## src/rtl/mag_sq_pkg.sv

```systemverilog
// Shared definitions for the squared-magnitude feeder.
//   MAG_SQ_DATA_W  : signed width of each input component
//   MAG_SQ_OUT_W   : width of the squared-magnitude result
//   MAG_SQ_SHIFT_W : width of the normalisation shift k
//   MAG_SQ_LZC_W   : width of the leading-zero count (0..MAG_SQ_OUT_W)
//   mag_sq_out_t   : payload of the stage that drives the output port
package mag_sq_pkg;

  localparam int unsigned MAG_SQ_DATA_W  = 32;
  localparam int unsigned MAG_SQ_OUT_W   = 64;
  localparam int unsigned MAG_SQ_SHIFT_W = 6;
  localparam int unsigned MAG_SQ_LZC_W   = 7;

  typedef struct packed {
    logic [MAG_SQ_OUT_W-1:0]   data;
    logic [MAG_SQ_SHIFT_W-1:0] shift;
  } mag_sq_out_t;

endpackage

```

## src/rtl/mag_sq_lzc.sv

```systemverilog
// Combinational leading-zero counter over a 64-bit word.
//   data_i  : word to scan, MSB first
//   count_o : number of leading zeros, 64 when data_i is zero
module mag_sq_lzc
  import mag_sq_pkg::*;
(
  input  logic [MAG_SQ_OUT_W-1:0] data_i,
  output logic [MAG_SQ_LZC_W-1:0] count_o
);

  // Scan LSB to MSB; the last set bit seen is the most significant one.
  always_comb begin
    count_o = MAG_SQ_LZC_W'(MAG_SQ_OUT_W);
    for (int unsigned i = 0; i < MAG_SQ_OUT_W; i++) begin
      if (data_i[i]) begin
        count_o = MAG_SQ_LZC_W'(MAG_SQ_OUT_W - 1 - i);
      end
    end
  end

endmodule

```

## src/rtl/mag_sq_feeder.sv

```systemverilog
// Squared-magnitude front end for the 64-bit integer square-root core.
// Accepts signed (x, y) pairs and emits x*x + y*y through a stallable
// 3-stage pipeline (|x|,|y| -> squares -> sum).
// Optional feature macro MAG_SQ_NORM_EN adds a fourth stage that shifts the
// sum left by 2k so its top two bits are non-zero and reports k.
//   clk, rst            : clock, synchronous active-high reset
//   in_valid / in_ready : input handshake, in_x / in_y signed components
//   out_valid/out_ready : output handshake
//   out_data            : squared magnitude (normalised with the macro)
//   out_shift           : normalisation shift k (0 without the macro)
module mag_sq_feeder
  import mag_sq_pkg::*;
#(
  parameter int unsigned DATA_W = MAG_SQ_DATA_W,
  parameter int unsigned OUT_W  = MAG_SQ_OUT_W
) (
  input  logic                      clk,
  input  logic                      rst,
  input  logic                      in_valid,
  output logic                      in_ready,
  input  logic [DATA_W-1:0]         in_x,
  input  logic [DATA_W-1:0]         in_y,
  output logic                      out_valid,
  input  logic                      out_ready,
  output logic [OUT_W-1:0]          out_data,
  output logic [MAG_SQ_SHIFT_W-1:0] out_shift
);

  localparam int unsigned SqW = 2 * DATA_W - 1;

  logic              advance;
  logic              v_last;
  mag_sq_out_t       fin;

  logic              v1_q, v1_d, v2_q, v2_d, v3_q, v3_d;
  logic [DATA_W-1:0] ax_q, ax_d, ay_q, ay_d;
  logic [SqW-1:0]    sx_q, sx_d, sy_q, sy_d;
  logic [SqW-1:0]    ax_ext, ay_ext;
  logic [OUT_W-1:0]  sum_q, sum_d;

  // One global enable: every stage moves together, bubbles included.
  assign advance  = !v_last || out_ready;
  assign in_ready = advance && !rst;

  // Squares are formed at SqW bits; (2^(DATA_W-1))^2 still fits.
  assign ax_ext = SqW'(ax_q);
  assign ay_ext = SqW'(ay_q);

  always_comb begin
    v1_d  = v1_q;
    v2_d  = v2_q;
    v3_d  = v3_q;
    ax_d  = ax_q;
    ay_d  = ay_q;
    sx_d  = sx_q;
    sy_d  = sy_q;
    sum_d = sum_q;
    if (advance) begin
      v1_d  = in_valid && in_ready;
      v2_d  = v1_q;
      v3_d  = v2_q;
      // Two's-complement negate as unsigned: -2^(DATA_W-1) maps to 2^(DATA_W-1).
      ax_d  = in_x[DATA_W-1] ? (~in_x + DATA_W'(1)) : in_x;
      ay_d  = in_y[DATA_W-1] ? (~in_y + DATA_W'(1)) : in_y;
      sx_d  = ax_ext * ax_ext;
      sy_d  = ay_ext * ay_ext;
      sum_d = OUT_W'(sx_q) + OUT_W'(sy_q);
    end
  end

  always_ff @(posedge clk) begin
    if (rst) begin
      v1_q  <= 1'b0;
      v2_q  <= 1'b0;
      v3_q  <= 1'b0;
      ax_q  <= '0;
      ay_q  <= '0;
      sx_q  <= '0;
      sy_q  <= '0;
      sum_q <= '0;
    end else begin
      v1_q  <= v1_d;
      v2_q  <= v2_d;
      v3_q  <= v3_d;
      ax_q  <= ax_d;
      ay_q  <= ay_d;
      sx_q  <= sx_d;
      sy_q  <= sy_d;
      sum_q <= sum_d;
    end
  end

`ifdef MAG_SQ_NORM_EN
  logic [MAG_SQ_LZC_W-1:0]   lzc;
  logic [MAG_SQ_SHIFT_W-1:0] k;
  logic                      v4_q, v4_d;
  mag_sq_out_t               s4_q, s4_d;

  mag_sq_lzc u_lzc (
    .data_i  (sum_q),
    .count_o (lzc)
  );

  // k = floor(lzc/2); a zero sum would give k = 32, so force it to 0.
  assign k = (sum_q == '0) ? '0 : MAG_SQ_SHIFT_W'(lzc >> 1);

  always_comb begin
    v4_d = v4_q;
    s4_d = s4_q;
    if (advance) begin
      v4_d       = v3_q;
      s4_d.data  = sum_q << {k, 1'b0};
      s4_d.shift = k;
    end
  end

  always_ff @(posedge clk) begin
    if (rst) begin
      v4_q <= 1'b0;
      s4_q <= '0;
    end else begin
      v4_q <= v4_d;
      s4_q <= s4_d;
    end
  end

  assign v_last = v4_q;
  assign fin    = s4_q;
`else
  assign v_last = v3_q;
  assign fin    = '{data: sum_q, shift: '0};
`endif

  assign out_valid = v_last;
  assign out_data  = fin.data;
  assign out_shift = fin.shift;

endmodule

```

## config.mk

```make
export PLATFORM = sky130hd
export DESIGN_NAME = mag_sq_feeder
export DESIGN_NICKNAME = d
export VERILOG_FILES = /design/src/rtl/mag_sq_pkg.sv /design/src/rtl/mag_sq_lzc.sv /design/src/rtl/mag_sq_feeder.sv
export SDC_FILE = /design/constraint.sdc
export NUM_CORES = 2
export LEC_CHECK = 0
export CORE_MARGIN = 4
export CORE_UTILIZATION = 50
export CTS_CLUSTER_SIZE = 30
export DETAILED_ROUTE_END_ITERATION = 10
export PLACE_DENSITY = 0.63
export SYNTH_ARGS = -nofsm -noshare
export SYNTH_HDL_FRONTEND = slang
export SYNTH_SLANG_ARGS = --single-unit
```

## constraint.sdc

```tcl
create_clock -name clk -period 12.4 [get_ports clk]
set_clock_uncertainty 0.2 [all_clocks]
set_input_delay 2.48 -clock clk [delete_from_list [all_inputs] [get_ports clk]]
set_output_delay 2.48 -clock clk [all_outputs]
set_load 0.05 [all_outputs]
```

==> results.txt <==
----------------------------------------------------
[Power]
  Max rail drop VDD ... 383 uV
  Leak pwr ... 40.3 nW
  Pwr dens ... 244 mW/mm^2
  Total design power ... 18.6 mW

[Cells and area]
  Design area ... 0.0761 sq mm
  Filler instances ... 13500
  Area growth, synth to finish ... 5.67%
  Layout Cells excl Fill ... 9878
  Number of nets in the finished design ... 10300
  Ratio of cells with drive above 1 in the final layout ... 2.52%

[Routing]
  Final routed wirelength across all metal layers ... 196 mm
  Number of nets still failing antenna checks after routing ... 0
  Detail-routed net length per standard cell ... 19.8 um
  Vias after detailed routing ... 53200
  Number of iterations in the first detailed-routing pass ... 7
  Vias per cell ... 5.39
  Number of design rule violations left after detail routing ... 0
  Initial drt markers ... 3259

[Global routing]
  Vias in the first global route ... 57800
  Initial antenna violation count ... 2
  Peak-usage layer in the global routing report ... met2
  Global Route met3 Usage ... 4.14%
  Met1 track demand over resource ... 37.0%
  Met2 layer usage reported by global route ... 43.5%
  Total congestion overflow ... 0
  Total Routing Usage GR ... 26.7%
  Global-route wire length before repair ... 317 mm
  Largest net degree at the start of global routing ... 88

[Floorplan]
  Starting density of the core ... 50.3%
  Core Rows ... 139
  Overall die width ... 388 um
  Die ar. ... 0.150 sq mm
  Boundary pin count ... 140
  Placeable core region ... 0.143 sq mm
  Die boundary height ... 388 um

[Worst setup path]
  Worst setup EP type ... register
  Required time worst endpoint ... 12660 ps
  Kind of start point of the critical path ... register
  Crit-path max FO ... 19
  Crit path DAT ... 10090 ps
  CP Class ... reg -> reg
  Cell count of the worst reg-to-reg path ... 24

[Synthesis]
  Gate count of the mapped netlist ... 8071
  Distinct cell type count of the synthesized netlist ... 78
  Top cells by area, synth ... fa_1 44%, ha_1 11%, inv_1 10%, dfxtp_1 7.1%, nand2_1 4.4%
  Fraction of synthesized cell area taken by the top area cell type ... 44.1%
  Dominant synthesized flop cell ... dfxtp_1
  Share of async-settable or async-resettable flops after synthesis ... 0%
  Average cell area after synthesis ... 8.93 sq um
  Post-synthesis cell area ... 0.0721 sq mm
  Area leader, netlist ... fa_1
  Leading cell type by number of instances after synthesis ... inv_1
  Number of synthesized register bits ... 255
  Yosys warnings ... 0
  Top cell types by occurrence after synthesis ... 1959 x inv_1, 1588 x fa_1, 854 x nand2_1
  Sequential fraction of the synthesis area ... 7.08%
  Number of enable-type register cells in the synthesized netlist ... 0

[Placed design]
  Placed wire-length estimate ... 159 mm
  Final estimated routing congestion in global placement ... 0.945
  Count of placed standard cells including taps ... 9815
  Instance area after placement ... 0.0750 sq mm
  Port-buffer cells ... 133

[Job]
  MaxCap Viol Count ... 0

[Clock tree]
  # Post-CTS Setup Buffers ... 0
  Sink Count ... 255
  Clock root buffer master ... clkbuf_16
  Source-to-sink clock delay at the later pin of the worst-skew pair ... 620 ps
  Number of buffers added to fix hold violations after cts ... 0
  Longest Clk Path Bufs ... 3
  H-tree depth ... 2
  Cts repair resizes ... 0
  TritonCTS buffer count ... 35
  Clock Pin Slew Worst Setup and Hold Paths ... 70 ps
  Clock tree from TritonCTS ... built

[Timing]
  Max Slew Vio Count ... 0
  Final period util ... 79.2%
  Number of failing setup endpoints in the final timing report ... 0
  Max Clock Freq ... 0.102 GHz
  Time the final worst path needs with I/O delays and setup ... 9830 ps
  Transition time at the pin with the least slew margin ... 1410 ps
  Final sum of negative setup slack ... 0 ps
  Unrepaired setup endpoints after global routing ... false
  Worst max-slew margin expressed relative to the limit ... 5.50%
  Number of failing hold endpoints at the final stage ... 0

[Worst hold path]
  Hold/Removal Path Class ... reg -> reg
  Worst Hold Path Cells ... 2

[Outcome]
  Outcome ... completed

----------------------------------------------------
## final cells by class
cell class	instances	area (sq um)	area share, %
diodes	1	2.50	0.00329
inverters	1963	7370	9.68
clock inverters	16	198	0.260
repair buffers	203	1860	2.44
flip-flops and latches	255	5120	6.73
multi-input cells	5491	58200	76.5
well taps	1903	2380	3.13
clock buffers	46	988	1.30
## stage by stage
stage	worst slack [ps]	hold slack, ps	util [%]
after floorplan	4440	229	-
after global placement	3060	241	52.3
after detailed placement	2950	246	52.3
after CTS	2860	252	53.1
after global routing	2220	267	53.1
final	2570	250	53.1
## per-layer routing
metal / share of wire (%) / up-vias
met4: 3.5 / 2
li1: - / 24300
met2: 47 / 1493
met5: 0.0066 / -
met1: 43 / 27100
met3: 6.5 / 289
## state kept, by name, summed over array words and instances, names as in the netlist
| register | flops |
|---|---|
| out_data | 64 |
| v1_q | 1 |
| ax_q | 32 |
| ay_q | 32 |
| sy_q | 62 |
| v2_q | 1 |
| out_valid | 1 |
| sx_q | 62 |
## critical path, stage by stage, from the launching register on
cell	delay, ps
dfxtp_1	890
buf_4	410
and2_1	240
fa_1	450
fa_1	490
fa_1	550
inv_1	50
fa_1	510
inv_1	60
fa_1	440
fa_1	430
fa_1	550
inv_1	60
fa_1	470
inv_1	40
ha_1	380
and3_1	290
nand2_1	70
or2_2	290
or3_1	400
a2111oi_1	1180
o2111ai_1	430
a211oi_1	370
o21ai_0	120
a32o_1	260
## worst paths after layout
check          startpoint           end  slack, ps
max              ax_q[13]      sx_q[60]       2570
min          out_data[12]  out_data[12]        250
max reg2reg      ax_q[13]      sx_q[60]       2570
min reg2reg  out_data[12]  out_data[12]        250
## layout by cell type (no fill, tap or decap), types with 132 or more instances in the layout
cell type	count
inv_1	1959
fa_1	1588
nand2_1	854
ha_1	646
and2_1	477
a21oi_1	308
nor2_1	298
dfxtp_1	242
o21ai_0	189
xor2_1	159
clkdlybuf4s50_1	132
## where the power goes
part / internal, mW / switching [mW] / leakage, nW
registers: 1.12 / 0.235 / 2.12
logic: 6.17 / 9.98 / 37.6
clock network: 0.629 / 0.439 / 0.570
## kinds of logic after synthesis
family	count (synthesis)	share of synthesized area [%]
buffers and inverters	2330	12.2
adders and majority gates	2234	55.3
and+or+nand+nor	1978	13.1
AOI/OAI and AO/OA	993	8.86
xor gates and xnor gates	271	3.29
DFF	255	7.08
muxes	9	0.128
other	1	0.00520
(Power assumes the default switching activity.)
